### config.mk
export PLATFORM = sky130hd
export DESIGN_NAME = pe_cfg_loader
export DESIGN_NICKNAME = d
export VERILOG_FILES = /design/src/rtl/pe_cfg_loader.sv
export SDC_FILE = /design/constraint.sdc
export NUM_CORES = 2
export LEC_CHECK = 0
export ABC_AREA = 1
export CAP_MARGIN = 15
export CORE_AREA = 4 4 304 306
export DETAILED_ROUTE_END_ITERATION = 8
export DIE_AREA = 0 0 308 310
export HOLD_SLACK_MARGIN = 0.06
export PLACE_DENSITY = 0.67
export SLEW_MARGIN = 40
export SYNTH_ARGS = -nofsm -noshare
export SYNTH_HDL_FRONTEND = slang
export SYNTH_SLANG_ARGS = --single-unit
### constraint.sdc
create_clock -name clk_i -period 48.8 [get_ports clk_i]
set_input_delay 9.76 -clock clk_i [delete_from_list [all_inputs] [get_ports clk_i]]
set_output_delay 9.76 -clock clk_i [all_outputs]
set_load 0.005 [all_outputs]
### src/rtl/pe_cfg_loader.sv
// PE array configuration loader: decodes a frame of config words
// into a shadow bank and commits it atomically to the active bank.
module pe_cfg_loader #(
  parameter int M             = 4,
  parameter int N             = 4,
  parameter int N_CFG_BITS_PE = 32,
  parameter int N_PE          = M * N
) (
  input  logic                         clk_i,
  input  logic                         rst_i,
  input  logic                         start_i,
  input  logic                         abort_i,
  input  logic                         cfg_valid_i,
  output logic                         cfg_ready_o,
  input  logic [N_CFG_BITS_PE-1:0]     cfg_data_i,
  output logic                         busy_o,
  output logic                         done_o,
  output logic                         err_o,
  output logic [$clog2(N_PE)-1:0]      err_pe_idx_o,
  output logic [N_PE*4-1:0]            pe_instr_o,
  output logic [N_PE*4-1:0]            pe_sel_a_o,
  output logic [N_PE*4-1:0]            pe_sel_b_o,
  output logic [N_PE*3-1:0]            pe_dsel_o,
  output logic [N_PE*32-1:0]           pe_const_o
);

  localparam int IW = $clog2(N_PE);

  localparam logic [3:0] SEL_MAX  = 4'd8;
  localparam logic [2:0] DSEL_BAD = 3'd7;
  localparam logic [IW-1:0] LAST_IDX = IW'(N_PE - 1);

  typedef logic [3:0] fu_instr_t;
  typedef logic [3:0] pe_mux_sel_t;
  typedef logic [2:0] delay_pe_mux_sel_t;

  typedef struct packed {
    logic [15:0]       cst;
    delay_pe_mux_sel_t dsel;
    pe_mux_sel_t       sel_b;
    pe_mux_sel_t       sel_a;
    fu_instr_t         instr;
  } pe_cfg_t;

  typedef enum logic [1:0] {
    IDLE,
    LOAD,
    COMMIT,
    ERROR
  } state_t;

  state_t        state;
  logic [IW-1:0] cnt;

  pe_cfg_t shadow [N_PE];
  pe_cfg_t active [N_PE];

  pe_cfg_t dec;
  logic    illegal;
  logic    accept;
  logic    last;

  // Split the incoming word into its fields and flag illegal encodings
  always_comb begin
    dec       = '0;
    dec.instr = cfg_data_i[3:0];
    dec.sel_a = cfg_data_i[7:4];
    dec.sel_b = cfg_data_i[11:8];
    dec.dsel  = cfg_data_i[14:12];
    dec.cst   = cfg_data_i[31:16];
    illegal   = (dec.sel_a > SEL_MAX)
              | (dec.sel_b > SEL_MAX)
              | (dec.dsel == DSEL_BAD)
              | cfg_data_i[15];
  end

  // Abort in the same cycle as a handshake drops the word
  assign accept = (state == LOAD) & cfg_valid_i
                & cfg_ready_o & ~abort_i;
  assign last   = (cnt == LAST_IDX);

  // Frame sequencing, word counter, error capture, status outputs
  always_ff @(posedge clk_i or posedge rst_i) begin
    if (rst_i) begin
      state        <= IDLE;
      cnt          <= '0;
      cfg_ready_o  <= 1'b0;
      busy_o       <= 1'b0;
      done_o       <= 1'b0;
      err_o        <= 1'b0;
      err_pe_idx_o <= '0;
    end else begin
      done_o <= 1'b0;
      unique case (state)
        IDLE: begin
          if (start_i) begin
            state        <= LOAD;
            cnt          <= '0;
            err_o        <= 1'b0;
            err_pe_idx_o <= '0;
            cfg_ready_o  <= 1'b1;
            busy_o       <= 1'b1;
          end
        end
        LOAD: begin
          if (abort_i) begin
            state       <= IDLE;
            cfg_ready_o <= 1'b0;
            busy_o      <= 1'b0;
          end else if (accept) begin
            if (illegal && !err_o) begin
              err_o        <= 1'b1;
              err_pe_idx_o <= cnt;
            end
            if (last) begin
              cfg_ready_o <= 1'b0;
              busy_o      <= 1'b0;
              if (err_o || illegal) begin
                state <= ERROR;
              end else begin
                state  <= COMMIT;
                done_o <= 1'b1;
              end
            end else begin
              cnt <= cnt + 1'b1;
            end
          end
        end
        COMMIT: begin
          state <= IDLE;
        end
        ERROR: begin
          state <= IDLE;
        end
        default: begin
          state <= IDLE;
        end
      endcase
    end
  end

  // Shadow bank captures each accepted decoded word at its PE slot
  always_ff @(posedge clk_i or posedge rst_i) begin
    if (rst_i) begin
      for (int k = 0; k < N_PE; k++) begin
        shadow[k] <= '0;
      end
    end else if (accept) begin
      shadow[cnt] <= dec;
    end
  end

  // Active bank takes the whole shadow bank in the commit cycle only
  always_ff @(posedge clk_i or posedge rst_i) begin
    if (rst_i) begin
      for (int k = 0; k < N_PE; k++) begin
        active[k] <= '0;
      end
    end else if (state == COMMIT) begin
      for (int k = 0; k < N_PE; k++) begin
        active[k] <= shadow[k];
      end
    end
  end

  for (genvar k = 0; k < N_PE; k++) begin : g_out
    assign pe_instr_o[4*k +: 4]  = active[k].instr;
    assign pe_sel_a_o[4*k +: 4]  = active[k].sel_a;
    assign pe_sel_b_o[4*k +: 4]  = active[k].sel_b;
    assign pe_dsel_o[3*k +: 3]   = active[k].dsel;
    assign pe_const_o[32*k +: 32] =
      {{16{active[k].cst[15]}}, active[k].cst};
  end

endmodule

### Word-level counts from Yosys, hierarchy flattened

Index checks and enable logic that the tools add are counted.

* word-level logic and storage cells: 235
* output and inout port bits: 760
* register bits: 1005
* bits of input ports: 37

* bitwise gates (word level): 8
* $lt $le $gt $ge: 4
* mux-type cells: 33
* reduce and logical (&&, ||, !) cells: 11
* eq/ne operators: 12
* add/sub/neg operators: 1

Operators with widths (count)
* $bwmux W496: 1
* $demux W31 S4: 1
* $mux W31: 1
* $mux W4: 7
* $pmux W4 S2: 2
* $mux W1: 14
* $reduce_and A5 Y1: 2
* $gt A4 B4 Y1 const B: 2
* $mux W2: 4
* $ne A2 B2 Y1 const B: 4
* $ne A3 B3 Y1 const B: 2
* $pmux W2 S3: 1
* $ge A5 B5 Y1 const B: 1
* $lt A5 B1 Y1 const B: 1
* $not A4 Y5: 1
* $add A4 B1 Y4 const B: 1
* $eq A2 B2 Y1 const B: 2
* $eq A4 B4 Y1 const B: 1
* $pmux W1 S2: 2
* $reduce_and A4 Y1: 1
* $and A1 B1 Y1: 3
* $eq A3 B3 Y1 const B: 1
* $or A1 B1 Y1: 3
* $reduce_and A3 Y1: 1
* 9 further kinds: 10

### Longest topological paths before layout

* depth after elaboration: 10
* mapped depth: 10
* mapped depth without buffers: 9

### Least setup slack after synthesis

Ideal clock, no wire load.

* path type: input port to flip-flop
* start: input abort_i
* end: register shadow[141] (netlist bit)
* required time: 48.671 ns
* data arrival time: 10.736 ns
* path slack: 37.935 ns
* path buffers: 2
* setup time: 0.129 ns
* stages on the path: 8
* cells stage by stage: inv_1 > nand3_4 > nor2_8 > buf_12 > nand3_4 > buf_4 > nand2_1 > o21ai_2

* word-level cells in the longest chain between the ends: 2

Ends and longest elaborated chain
* from (decl): RTL line 12 `input logic abort_i,`
* $not A1 Y1: RTL line 79 `& cfg_ready_o & ~abort_i;`
* $and A1 B1 Y1: RTL line 79
* to (signal, indexed assignment): RTL line 146 `shadow[k] <= '0;`
* to (signal, indexed assignment): RTL line 149 `shadow[cnt] <= dec;`
* to (decl): RTL line 55 `pe_cfg_t shadow [N_PE];`

No other way between the ends.
A chain may end at the register's enable or synchronous reset.

### Worst setup path in the final report

* start: register active, in the netlist pe_const_o[399]
* end: output pe_const_o[409]

RTL lines
* from (decl): RTL line 56 `pe_cfg_t active [N_PE];`
* from (signal, indexed assignment): RTL line 161 `active[k] <= shadow[k];`
* to (decl): RTL line 24 `output logic [N_PE*32-1:0] pe_const_o`

No word-level cell between the ends.

==> impl_metrics.py <==
metrics = {
    "logic_synthesis": {
        "synth.most_common_cell": "dfrtp_1",
        "synth.top_cell.area_share": 0.6365,
        "synth.largest_area_cell": "dfrtp_1",
        "syn-instance-count": 3070,
        "synth.top_cells.by_count": "1,005 x dfrtp_1, 517 x nand2_1, 496 x mux2_2",
        "synth.ff_latch_count": 1005,
        "async_flop_share": 1.000,
        "synth_ff_type": "dfrtp_1",
        "syn_nets": 3111,
        "synth_edf_count": 0,
        "syn-cell-area_sq_um": 39510,
        "ys.warnings.count": 0,
        "yosysSeqAreaShare": 0.6365,
        "syn_avg_cell_area_sq_um": 12.87,
        "yosys-top-cells-area": "dfrtp_1 64%, mux2_2 14%, buf_4 5.9%",
        "yosysUniqueCellTypes": 28,
    },
    "sta": {
        "finalClockSkew_ns": 0.05036,
        "slew_headroom": 0.4893,
        "finalCritPeriodShare": 0.2423,
        "tightest_slew_ns": 0.7661,
        "setup_ws_ns": 36.98,
        "rsz0062_at_grt": "no",
        "slew_viol_final": 0,
        "fmax_mhz": 84.58,
        "finalCriticalPeriod_ns": 11.82,
        "hold_viol_final": 0,
        "setup_viol": 0,
        "fin_setup_tns_ns": 0,
        "hold-worst-slack_ns": 0.4673,
    },
    "floorplanning": {
        "initial_core_util": 0.4410,
        "rows": 110,
        "ioPinCount": 797,
        "core_sq_um": 89600,
        "die_h_microns": 310,
        "die-area_sq_um": 95480,
        "die_w_microns": 308,
    },
    "cts": {
        "clkSinkCount": 1005,
        "cts-root-buf": "clkbuf_16",
        "cts_resized": 0,
        "ctsHoldBuffers": 0,
        "numCtsBuffers": 104,
        "h-tree-depth": 3,
        "clk_latency_ns": 0.67,
        "clk_pin_slew_ns": 0.06,
        "cts_setup_buffers": 0,
        "clockBufferDepth": 3,
        "cts_tree": "built",
    },
    "run_status": {
        "status": "finished clean",
    },
    "place": {
        "routabilityCongestion": 0.7737,
        "dp_hpwl_mm": 72.98,
        "portBuffers": 796,
        "place_inst": 4649,
        "dpl_cell_area_sq_um": 46400,
        "place_ws_ns": 36.34,
    },
    "pwr": {
        "netSwitchingFraction": 0.2501,
        "p_int_mw": 1.484,
        "cellPowerDensity_nw_per_um2": 39.45,
        "power.share.clock": 0.414,
        "p_comb_frac": 0.087,
        "power_leakage_nw": 23.70,
        "total_power_mw": 1.979,
        "seq_power_share": 0.499,
        "power.switching_uw": 495.0,
        "ir_worst_vdd_mv": 0.03109,
    },
    "routing": {
        "viasPerCell": 5.038,
        "drtAntennaViolNets": 0,
        "drc": 0,
        "drtIter0Drc": 1692,
        "route.vias.total": 24404,
        "post_drt_wl_per_cell_microns": 22.86,
        "first_pass_iters": 5,
        "wl_mm": 110.7,
    },
    "flow_run": {
        "max_cap_violations": 0,
    },
    "global_route": {
        "grt_overflow": 0,
        "track_usage": 0.2246,
        "grt_max_degree": 141,
        "antenna_found_initial": 7,
        "grt_pass1_vias": 23823,
        "grt_pass1_wl_mm": 160.7,
    },
    "hold_path": {
        "min_path_type": "flop to flop",
        "hold_depth": 1,
    },
    "layout": {
        "finalInstanceArea_sq_um": 50170,
        "finish.utilization": 0.5600,
        "final_cells": 4844,
        "post_route_cells_drive_above_1_share": 0.2308,
        "nets": 3627,
        "fillers": 7458,
        "area_growth_pct": 26.99,
    },
    "critical_path": {
        "arrival_ns": 2.06,
        "cp_cell_sequence": "clkdlybuf4s50_1",
        "cpPeakStageDelay_ns": 0.73,
        "cp.depth": 1,
        "crit_family": "flip-flops",
        "crit_path_end_kind": "output port",
        "crit_fanout": 18,
        "path_class": "flop to output port",
        "cp_num_buf_inv": 1,
        "ff2ff_path_depth": 5,
        "cpMaxStageDelayCell": "dfrtp_1",
        "cp-start-kind": "flop",
        "worstPathRequired_ns": 39.04,
    },
}
power by group through the flow:
stage          Sequential [mW]  Clock, mW  Combinational [mW]
6_report                 0.987      0.820               0.172
5_1_grt                   1.00      0.873               0.197
4_1_cts                  0.987      0.836               0.174
3_5_place_dp              1.00          0               0.173
3_3_place_gp             0.996          0               0.164
2_1_floorplan            0.986          0               0.130
worst register-to-register path: stages (launching register included):
cell,delay (ns)
dfrtp_1,0.46
inv_1,0.17
nand2_8,0.41
buf_16,0.35
buf_6,0.74
mux2_2,0.44
worst paths after layout:
path | start | end | slack, ns
hold / removal | shadow[38]$_DFFE_PP0P_ | pe_sel_a_o[59]$_DFFE_PP0N_ | 0.47
setup reg to reg | state[0]$_DFFE_PP0P_ | pe_const_o[420]$_DFFE_PP0N_ | 46.08
min in group asynchronous | rst_i | pe_sel_b_o[37]$_DFFE_PP0N_ | 9.49
max in group asynchronous | rst_i | shadow[213]$_DFFE_PP0P_ | 37.26
setup / recovery | pe_const_o[399]$_DFFE_PP0N_ | pe_const_o[409] | 36.98
hold reg to reg | shadow[38]$_DFFE_PP0P_ | pe_sel_a_o[59]$_DFFE_PP0N_ | 0.47
placed cells by master, fill, tap and decap left out, types with 2 or more instances in the layout:
cell type	count
dfrtp_1	1005
clkdlybuf4s50_1	796
nand2_1	517
mux2_2	496
o21ai_1	222
o21ai_0	191
clkbuf_16	105
o21ai_2	88
inv_1	33
clkbuf_8	27
buf_4	22
clkbuf_1	20
clkinv_2	18
buf_12	16
nand3_1	14
inv_2	11
nand3_4	11
buf_6	11
bufinv_16	9
buf_16	8
nor2_1	7
a21oi_1	7
ha_1	4
clkinv_16	4
nand4_4	3
nor2_4	3
diode_2	2
nand2_8	2
nand4_1	2
nand3_2	2
nor2_2	2
registers in the layout, indices dropped and copies added (netlist names):
signal	count
shadow	496
pe_const_o	256
pe_instr_o	64
pe_sel_a_o	64
pe_sel_b_o	64
pe_dsel_o	48
cnt	4
err_pe_idx_o	4
state	2
busy_o	1
done_o	1
err_o	1
layout make-up:
| cell class | count | area, sq um | area share |
|---|---|---|---|
| Multi-Input combinational cell | 1576 | 10970 | 0.2186 |
| Tap cell | 1176 | 1471 | 0.02933 |
| Timing Repair Buffer | 853 | 8797 | 0.1753 |
| Clock inverter | 34 | 528.0 | 0.01052 |
| Clock buffer | 152 | 3074 | 0.06127 |
| Sequential cell | 1005 | 25150 | 0.5012 |
| Inverter | 46 | 181.4 | 0.003616 |
| Antenna cell | 2 | 5.005 | 0.00009975 |
kinds of logic (layout without fill, tap and decap cells):
group,after synthesis,after routing,synth area share
AOI/OAI and AO/OA,508,508,0.07271
xor gates and xnor gates,1,1,0.0002217
adders and majority gates,4,4,0.001267
buffers and inverters,489,1085,0.08725
DFF,1005,1005,0.6365
muxes,496,496,0.1414
other,0,2,0
and+or+nand+nor,567,567,0.06065
routing by layer:
layer  share of wire  GRT usage  routed length (microns)  up-vias
li1                -          -                        -    11068
met1            0.43     0.3058                    47710    12500
met2            0.47     0.3615                    52390      709
met3           0.075    0.06146                     8346      125
met4           0.020    0.05526                     2253        2
met5         0.00012          0                       13        -
Note: power is estimated with default switching activity, not from simulation.
